<file path="config.mk">
export PLATFORM = sky130hd
export DESIGN_NAME = rgb_pattern_sequencer_flat
export DESIGN_NICKNAME = d
export VERILOG_FILES = /design/src/rtl/rgb_seq_pkg.sv /design/src/rtl/rgb_pattern_sequencer_if.sv /design/src/rtl/rgb_pattern_sequencer_dwell_timer.sv /design/src/rtl/rgb_pattern_sequencer.sv /design/src/flat_wrapper.sv
export SDC_FILE = /design/constraint.sdc
export NUM_CORES = 1
export LEC_CHECK = 0
export CORE_AREA = 5 5 65 67
export CTS_CLUSTER_DIAMETER = 150
export DETAILED_ROUTE_END_ITERATION = 7
export DIE_AREA = 0 0 70 72
export PLACE_DENSITY = 0.74
export SLEW_MARGIN = 20
export SYNTH_ARGS = -nofsm -noshare
export SYNTH_HDL_FRONTEND = slang
export SYNTH_SLANG_ARGS = --single-unit
</file>
<file path="constraint.sdc">
create_clock -name clk -period 3.4 [get_ports clk]
set_input_delay 0.51 -clock clk [delete_from_list [all_inputs] [get_ports clk]]
set_output_delay 0.51 -clock clk [all_outputs]
set_load 0.01 [all_outputs]
</file>
<file path="src/rtl/rgb_seq_pkg.sv">
// -----------------------------------------------------------------------------
// rgb_seq_pkg
//   Shared types and constants for the RGB pattern sequencer:
//     seq_state_t  - playback FSM state
//     rgb_code_t   - one (a,b) colour-code pair as consumed by the RGB decoder
//     STEP_TABLE   - the fixed playback order, entry 0 first
//     CODE_OFF     - code driven whenever playback is not running
// -----------------------------------------------------------------------------
package rgb_seq_pkg;

    typedef enum logic [1:0] {
        IDLE = 2'd0,
        RUN  = 2'd1,
        DONE = 2'd2
    } seq_state_t;

    typedef struct packed {
        logic [1:0] a;
        logic [1:0] b;
    } rgb_code_t;

    localparam rgb_code_t CODE_OFF = '{a: 2'b00, b: 2'b00};

    // Colour-code pairs in playback order.
    localparam rgb_code_t STEP_TABLE [8] = '{
        '{a: 2'b00, b: 2'b00},
        '{a: 2'b01, b: 2'b00},
        '{a: 2'b10, b: 2'b00},
        '{a: 2'b11, b: 2'b00},
        '{a: 2'b00, b: 2'b01},
        '{a: 2'b00, b: 2'b10},
        '{a: 2'b00, b: 2'b11},
        '{a: 2'b11, b: 2'b11}
    };

endpackage

</file>
<file path="src/rtl/rgb_pattern_sequencer_if.sv">
// -----------------------------------------------------------------------------
// rgb_pattern_sequencer_if
//   Control and colour-code bundle of the RGB pattern sequencer.
//     start_i, stop_i, loop_en_i, dwell_i : playback control (from board/host)
//     a_o, b_o                            : colour code to the RGB decoder
//     step_o, busy_o, done_o              : playback status
//   master : the controlling side (drives control, observes outputs)
//   slave  : the sequencer itself
// -----------------------------------------------------------------------------
interface rgb_pattern_sequencer_if #(
    parameter int DWELL_W = 8
);
    logic               start_i;
    logic               stop_i;
    logic               loop_en_i;
    logic [DWELL_W-1:0] dwell_i;
    logic [1:0]         a_o;
    logic [1:0]         b_o;
    logic [2:0]         step_o;
    logic               busy_o;
    logic               done_o;

    modport master (
        output start_i, stop_i, loop_en_i, dwell_i,
        input  a_o, b_o, step_o, busy_o, done_o
    );

    modport slave (
        input  start_i, stop_i, loop_en_i, dwell_i,
        output a_o, b_o, step_o, busy_o, done_o
    );
endinterface

</file>
<file path="src/rtl/rgb_pattern_sequencer_dwell_timer.sv">
// -----------------------------------------------------------------------------
// dwell_timer
//   Loadable down-counter that measures how long a step is held.
//     clk, rst_n : clock, asynchronous active-low reset
//     load_i     : load value_i this cycle (takes priority over counting)
//     en_i       : count down by one per cycle while non-zero
//     value_i    : load value
//     zero_o     : counter currently at zero (last cycle of the step)
// -----------------------------------------------------------------------------
module dwell_timer #(
    parameter int WIDTH = 8
) (
    input  logic             clk,
    input  logic             rst_n,
    input  logic             load_i,
    input  logic             en_i,
    input  logic [WIDTH-1:0] value_i,
    output logic             zero_o
);

    logic [WIDTH-1:0] cnt_q;
    logic [WIDTH-1:0] cnt_d;

    always_comb begin
        cnt_d = cnt_q;
        if (load_i) begin
            cnt_d = value_i;
        end else if (en_i && (cnt_q != '0)) begin
            cnt_d = cnt_q - WIDTH'(1);
        end
    end

    // NOTE: flops use non-blocking assignments so every register samples the
    // values from before the edge; blocking here would create ordering races.
    always_ff @(posedge clk or negedge rst_n) begin
        if (!rst_n) begin
            cnt_q <= '0;
        end else begin
            cnt_q <= cnt_d;
        end
    end

    assign zero_o = (cnt_q == '0);

endmodule

</file>
<file path="src/rtl/rgb_pattern_sequencer.sv">
// -----------------------------------------------------------------------------
// rgb_pattern_sequencer
//   Steps the RGB decoder's a/b colour-code inputs through STEP_TABLE, holding
//   each entry for max(dwell_i,1) cycles, either once (done_o pulse at the end)
//   or looping while loop_en_i is high.
//     clk, rst_n : clock, asynchronous active-low reset
//     bus        : control inputs and registered outputs (slave modport)
//   All outputs come straight from flops.
// -----------------------------------------------------------------------------
module rgb_pattern_sequencer
    import rgb_seq_pkg::*;
#(
    parameter int N_STEPS = 8,
    parameter int DWELL_W = 8
) (
    input  logic                     clk,
    input  logic                     rst_n,
    rgb_pattern_sequencer_if.slave   bus
);

    localparam logic [2:0] LAST_STEP = 3'(N_STEPS - 1);

    seq_state_t         state_q, state_d;
    logic [2:0]         step_q, step_d;
    logic [DWELL_W-1:0] dwell_q, dwell_d;
    rgb_code_t          code_q, code_d;
    logic               busy_q, busy_d;
    logic               done_q, done_d;

    logic               tmr_load;
    logic [DWELL_W-1:0] tmr_value;
    logic               tmr_zero;
    logic [DWELL_W-1:0] dwell_sat;

    // A dwell of 0 behaves as 1 so every step is visible at least one cycle.
    assign dwell_sat = (bus.dwell_i == '0) ? DWELL_W'(1) : bus.dwell_i;

    dwell_timer #(
        .WIDTH (DWELL_W)
    ) u_dwell_timer (
        .clk     (clk),
        .rst_n   (rst_n),
        .load_i  (tmr_load),
        .en_i    (state_q == RUN),
        .value_i (tmr_value),
        .zero_o  (tmr_zero)
    );

    // State register (plus the step index and latched dwell it travels with).
    always_ff @(posedge clk or negedge rst_n) begin
        if (!rst_n) begin
            state_q <= IDLE;
            step_q  <= '0;
            dwell_q <= DWELL_W'(1);
        end else begin
            state_q <= state_d;
            step_q  <= step_d;
            dwell_q <= dwell_d;
        end
    end

    // Next-state logic. stop_i wins over everything, including the transition
    // into DONE, so an abort on the final cycle never produces done_o.
    always_comb begin
        // NOTE: every signal gets a default before the case so no path leaves
        // it unassigned, which would otherwise infer a latch.
        state_d   = state_q;
        step_d    = step_q;
        dwell_d   = dwell_q;
        tmr_load  = 1'b0;
        tmr_value = dwell_q - DWELL_W'(1);

        case (state_q)
            IDLE: begin
                if (bus.start_i && !bus.stop_i) begin
                    state_d   = RUN;
                    step_d    = '0;
                    dwell_d   = dwell_sat;
                    tmr_load  = 1'b1;
                    tmr_value = dwell_sat - DWELL_W'(1);
                end
            end
            RUN: begin
                if (bus.stop_i) begin
                    state_d = IDLE;
                    step_d  = '0;
                end else if (tmr_zero) begin
                    if (step_q != LAST_STEP) begin
                        step_d   = step_q + 3'd1;
                        tmr_load = 1'b1;
                    end else if (bus.loop_en_i) begin
                        step_d   = '0;
                        tmr_load = 1'b1;
                    end else begin
                        state_d = DONE;
                        step_d  = '0;
                    end
                end
            end
            DONE: begin
                state_d = IDLE;
                step_d  = '0;
            end
            default: begin
                state_d = IDLE;
                step_d  = '0;
            end
        endcase
    end

    // Output logic: decoded from the upcoming state so the registered outputs
    // change on the same edge as the state itself.
    always_comb begin
        code_d = CODE_OFF;
        busy_d = 1'b0;
        done_d = 1'b0;
        case (state_d)
            RUN:     begin
                code_d = STEP_TABLE[step_d];
                busy_d = 1'b1;
            end
            DONE:    done_d = 1'b1;
            default: ;
        endcase
    end

    always_ff @(posedge clk or negedge rst_n) begin
        if (!rst_n) begin
            code_q <= CODE_OFF;
            busy_q <= 1'b0;
            done_q <= 1'b0;
        end else begin
            code_q <= code_d;
            busy_q <= busy_d;
            done_q <= done_d;
        end
    end

    assign bus.a_o    = code_q.a;
    assign bus.b_o    = code_q.b;
    assign bus.step_o = step_q;
    assign bus.busy_o = busy_q;
    assign bus.done_o = done_q;

endmodule

</file>
<file path="src/flat_wrapper.sv">
// flat-port wrapper written by rule: the top's interface ports become plain ports
module rgb_pattern_sequencer_flat import rgb_seq_pkg::*;
#(
    parameter int N_STEPS = 8,
    parameter int DWELL_W = 8
)
  (clk, rst_n, bus_start_i, bus_stop_i, bus_loop_en_i, bus_dwell_i, bus_a_o, bus_b_o, bus_step_o, bus_busy_o, bus_done_o);
  rgb_pattern_sequencer_if #(.DWELL_W(DWELL_W)) bus_i ();
  input  logic clk;
  input  logic rst_n;
  input wire logic [$bits(bus_i.start_i)-1:0] bus_start_i;
  input wire logic [$bits(bus_i.stop_i)-1:0] bus_stop_i;
  input wire logic [$bits(bus_i.loop_en_i)-1:0] bus_loop_en_i;
  input wire logic [$bits(bus_i.dwell_i)-1:0] bus_dwell_i;
  output wire logic [$bits(bus_i.a_o)-1:0] bus_a_o;
  output wire logic [$bits(bus_i.b_o)-1:0] bus_b_o;
  output wire logic [$bits(bus_i.step_o)-1:0] bus_step_o;
  output wire logic [$bits(bus_i.busy_o)-1:0] bus_busy_o;
  output wire logic [$bits(bus_i.done_o)-1:0] bus_done_o;
  assign bus_i.start_i = bus_start_i;
  assign bus_i.stop_i = bus_stop_i;
  assign bus_i.loop_en_i = bus_loop_en_i;
  assign bus_i.dwell_i = bus_dwell_i;
  assign bus_a_o = bus_i.a_o;
  assign bus_b_o = bus_i.b_o;
  assign bus_step_o = bus_i.step_o;
  assign bus_busy_o = bus_i.busy_o;
  assign bus_done_o = bus_i.done_o;
  rgb_pattern_sequencer #(.N_STEPS(N_STEPS), .DWELL_W(DWELL_W)) u_core (.clk(clk), .rst_n(rst_n), .bus(bus_i));
endmodule
</file>
# [Yosys cells after proc, flatten, opt, wreduce, memory -nomap -nowiden]
# Memory sizes are Yosys's and may differ from the RTL's.
# Cells that the tools add are included.
[classes] n_eq_ne=4 n_addsub=4 n_reduce_logical=9 bitwise=1 n_lt_le_gt_ge=1 mux=27
[ops] cell="$mux W8" n=5
[ops] cell="$sub A8 B1 Y8 const B" n=3
[ops] cell="$logic_not A8 Y1" n=2
[ops] cell="$mux W3" n=4
[ops] cell="$mux W4" n=3
[ops] cell="$mux W2" n=5
[ops] cell="$reduce_bool A8 Y1" n=1
[ops] cell="$mux W1" n=7
[ops] cell="$pmux W3 S2" n=1
[ops] cell="$eq A2 B1 Y1 const B" n=2
[ops] cell="$ge A4 B4 Y1 const B" n=1
[ops] cell="$not A3 Y4" n=1
[ops] cell="$pmux W2 S2" n=1
[ops] cell="$add A3 B1 Y3 const B" n=1
[ops] cell="$ne A3 B3 Y1 const B" n=1
[ops] cell="$eq A2 B2 Y1 const B" n=1
[ops] cell="$logic_and A1 B1 Y1" n=2
[ops] cell="$logic_not A2 Y1" n=1
[ops] cell="$pmux W1 S2" n=1
[ops] cell="$reduce_and A2 Y1" n=1
[ops] cell="$reduce_bool A2 Y1" n=1
[ops] cell="$logic_not A1 Y1" n=1
[word_totals] ff_bits=27 mem_bits_ro=32 mem_count=1 in_bits=13 output_inout_bits=9
[memory_table] memory="(no name shown)" words=8 width=4 rd=1 rd_clocked_by_memory_dff=0 write_ports=0 line_no="rgb_pattern_sequencer.sv:119" text="code_d = STEP_TABLE[step_d];"

# [Depth between registers and ports, before layout]
[logic_depth] word_depth=10 mapped_depth=8 ltp_nobuf=7

# [By module]
# From an unflattened synthesis, not the netlist that was laid out.
[hier_totals] cells_unflattened=179 hier_area_um2=1641.6
[by_module_without_submodules] mod="rgb_pattern_sequencer" instances=1 seq_area_each_um2=476.7 area_per_inst_um2=1113.6 cells_each=121
[by_module_without_submodules] mod="dwell_timer" instances=1 seq_area_each_um2=200.2 area_per_inst_um2=528.0 cells_each=58

# [Worst setup path after synthesis]
# Ideal clock, no wire load.
[synth_path] kind="register to register" startpoint="reg u_core.u_dwell_timer.cnt_q[0]" endpoint="reg u_core.code_q (netlist bit u_core.bus.a_o[1])" path_buffers=1 setup_ps=104 stages_incl_launch_ff=9 t_arrival_ps=2106 slack_ps=1190 path_cell_list="dfrtp_1 -> inv_1 -> ha_1 -> or3b_2 -> clkbuf_1 -> o211a_1 -> a221oi_2 -> inv_1 -> a221oi_1"
[synth_lines] item="start: declaration" line_no="rgb_pattern_sequencer_dwell_timer.sv:21" text="logic [WIDTH-1:0] cnt_q;"
[synth_lines] item="start signal: assignment" line_no="rgb_pattern_sequencer_dwell_timer.sv:39" text="cnt_q <= cnt_d;"
[synth_lines] item="end signal: assignment" line_no="rgb_pattern_sequencer.sv:133" text="code_q <= code_d;"
[synth_lines] item="end: declaration" line_no="rgb_pattern_sequencer.sv:26" text="rgb_code_t code_q, code_d;"

==> metrics.yaml <==
hold_class: "input port to asynchronous set/reset pin"
clock_latency_ps: 320
syn2layout_area_growth_pct: 16.57
synth-seq-area-share_pct: 39.49
drt_iter0_markers: 155
worst_slack_ps: 930.2
initial_core_util_pct: 47.90
fmax_ghz: 0.4049
grt_pass1_vias: 1494
n_antenna_cell: 0
grt_overflow: 0
yosys_warnings: 0
p_leak_nw: 0.8480
gp_congestion: 0.9705
multiInputGateArea_sq_um: 963.4
syn_avg_cell_area_sq_um: 9.167
mostFrequentLayoutCells: "dfrtp_1, clkdlybuf4s50_1, nand2_1, inv_1, nor2_1"
first_pass_iters: 4
layout-drive-gt1-share_pct: 8.213
pre_cts_slack_ps: 830.5
finalCritPeriodShare_pct: 72.64
synth-main-ff-cell: "dfrtp_1"
synth_edf_count: 0
synth_seq_cells: 27
rrSetupSlack_ps: 930
path_clk_slew_ps: 140
cts_setup_buffers: 0
crit_required_ps: 3620
slew_headroom_pct: 52.81
drv_cap: 0
holdWs_ps: 537.8
fin_crit_ps: 2470
htreeDepth: 1
clk_path_buf_depth: 2
io_pins: 22
hold_viol: 0
core_sq_um: 3578
async_flop_share_pct: 100.0
vias: 1536
cp-end-kind: "flop"
die_y_microns: 72
power.density_nw_per_um2: 449.0
cts_sinks: 27
grt_pass1_wl_microns: 6817
routed_wirelength_microns: 4053
die_w_microns: 70
cp_max_fo: 11
syn_inst: 187
rsz0062_at_grt: "no"
syn_area_sq_um: 1714
cp-start-kind: "flop"
grt_max_degree: 28
final_common_cell: "dfrtp_1"
antenna_found_initial: 0
cp.arrival_ps: 2690
vias_per_cell: 6.024
setup_viol: 0
cts-root-buf: "clkbuf_4"
cts_buffers: 3
io_buffers: 21
fill_cells: 323
tightest_slew_ps: 706.3
path_class: "flop to flop"
grtUsageTotal_pct: 16.42
cts_tree: "done"
antenna_left: 0
finalNetCount: 227
synth_cell_types: 45
fp-row-count: 22
cts_resized: 0
drv_slew: 0
wl_per_cell_microns: 15.89
die-area_sq_um: 5040
fin_skew_ps: 0.8070
dpl.hpwl_microns: 3179
tns_ps: 0
ir_worst_vdd_mv: 0.2913
status: "finished clean"
cts_hold_buf: 0
synth_fp_nets: 206
drcViolationCount: 0
final-seq-area_sq_um: 676.9
==> power by group <==
group / total (W) / internal (W) / leakage (nW) / switching [W]
registers: 0.000452 / 0.000385 / 0.342 / 0.0000676
logic: 0.000307 / 0.000137 / 0.488 / 0.000169
clock network: 0.000138 / 0.0000441 / 0.0177 / 0.0000942
==> final cells by class <==
type | count | share of cell area (%)
flip-flops and latches | 27 | 33.88
multi-input cells | 141 | 48.22
clock inverters | 1 | 0.2505
repair buffers | 23 | 11.27
well taps | 48 | 3.006
clock buffers | 3 | 1.127
inverters | 12 | 2.254
==> final timing paths <==
path	startpoint	to	cells past startpoint
worst max-delay path	u_core.u_dwell_timer.cnt_q[0]$_DFFE_PN0P_	u_core.bus.a_o[1]$_DFF_PN0_	7
worst min-delay path	rst_n	u_core.u_dwell_timer.cnt_q[5]$_DFFE_PN0P_	2
worst max register to register	u_core.u_dwell_timer.cnt_q[0]$_DFFE_PN0P_	u_core.bus.a_o[1]$_DFF_PN0_	7
worst min register to register	u_core.dwell_q[5]$_DFFE_PN0P_	u_core.dwell_q[5]$_DFFE_PN0P_	2
max in group asynchronous	rst_n	u_core.dwell_q[0]$_DFFE_PN1P_	2
min in group clk	u_core.dwell_q[5]$_DFFE_PN0P_	u_core.dwell_q[5]$_DFFE_PN0P_	2
==> synthesized netlist by cell type, drive strengths merged, types with 4 or more instances <==
cell    number  area (sq um)
a21oi        8         40.04
a221oi       4         47.55
clkbuf       5         18.77
dfrtp       26         650.6
ha           6         75.07
inv         12         45.04
mux2i        5         50.05
nand2       19         71.32
nand2b       5         31.28
nor2        12         45.04
nor3        11         55.05
nor3b        5         37.54
nor4         8         56.30
o211ai       4         30.03
o21ai        7         35.03
or4          4         33.78
xnor2        4         35.03
xor2         5         43.79
==> critical path, cell delays in order (launching register included) <==
cell and delay [ps]:
dfrtp_1 400, inv_1 120, ha_1 210, or3b_2 600, o211a_1 270, a221oi_2 300
inv_1 130, a221oi_1 340
==> sequential cells by signal, summed over array words and instances (netlist names) <==
signal	flops
u_core.bus.b_o	2
u_core.bus.a_o	2
u_core.state_q	2
u_core.bus.step_o	3
u_core.dwell_q	8
u_core.bus.done_o	1
u_core.bus.busy_o	1
u_core.u_dwell_timer.cnt_q	8
==> stage by stage <==
| step | util, % | cell area [sq um] | total power (W) | cells |
|---|---|---|---|---|
| after detailed placement | 55.07 | 1971 | 0.0007624 | 251 |
| after global placement | 55.07 | 1971 | 0.0007458 | 251 |
| after global routing | 55.84 | 1998 | 0.0009600 | 255 |
| after CTS | 55.84 | 1998 | 0.0009001 | 255 |
| final | 55.84 | 1998 | 0.0008973 | 255 |
| after floorplan | - | 1714 | 0.0006630 | 187 |
==> metal layers <==
| metal | part of all wire, % | vias to the layer above | track usage (%) | routed length, microns |
|---|---|---|---|---|
| li1 | - | 735 | - | - |
| met2 | 48 | 43 | 28.54 | 1958 |
| met5 | 0 | - | 0 | 0 |
| met1 | 44 | 748 | 20.87 | 1803 |
| met4 | 2.0 | 0 | 5.106 | 80 |
| met3 | 5.2 | 10 | 2.909 | 211 |
==> cells by family (layout without fill, tap and decap cells) <==
kind of cell | count (synthesis) | after routing | synth area share, %
simple gates | 78 | 78 | 25.40
compound gates | 42 | 42 | 18.25
fa+ha+maj | 6 | 6 | 4.379
flops | 27 | 27 | 39.49
buf+inv | 19 | 39 | 4.307
xor+xnor | 9 | 9 | 4.598
mux | 6 | 6 | 3.577
Power figures use the tool's default switching activity.
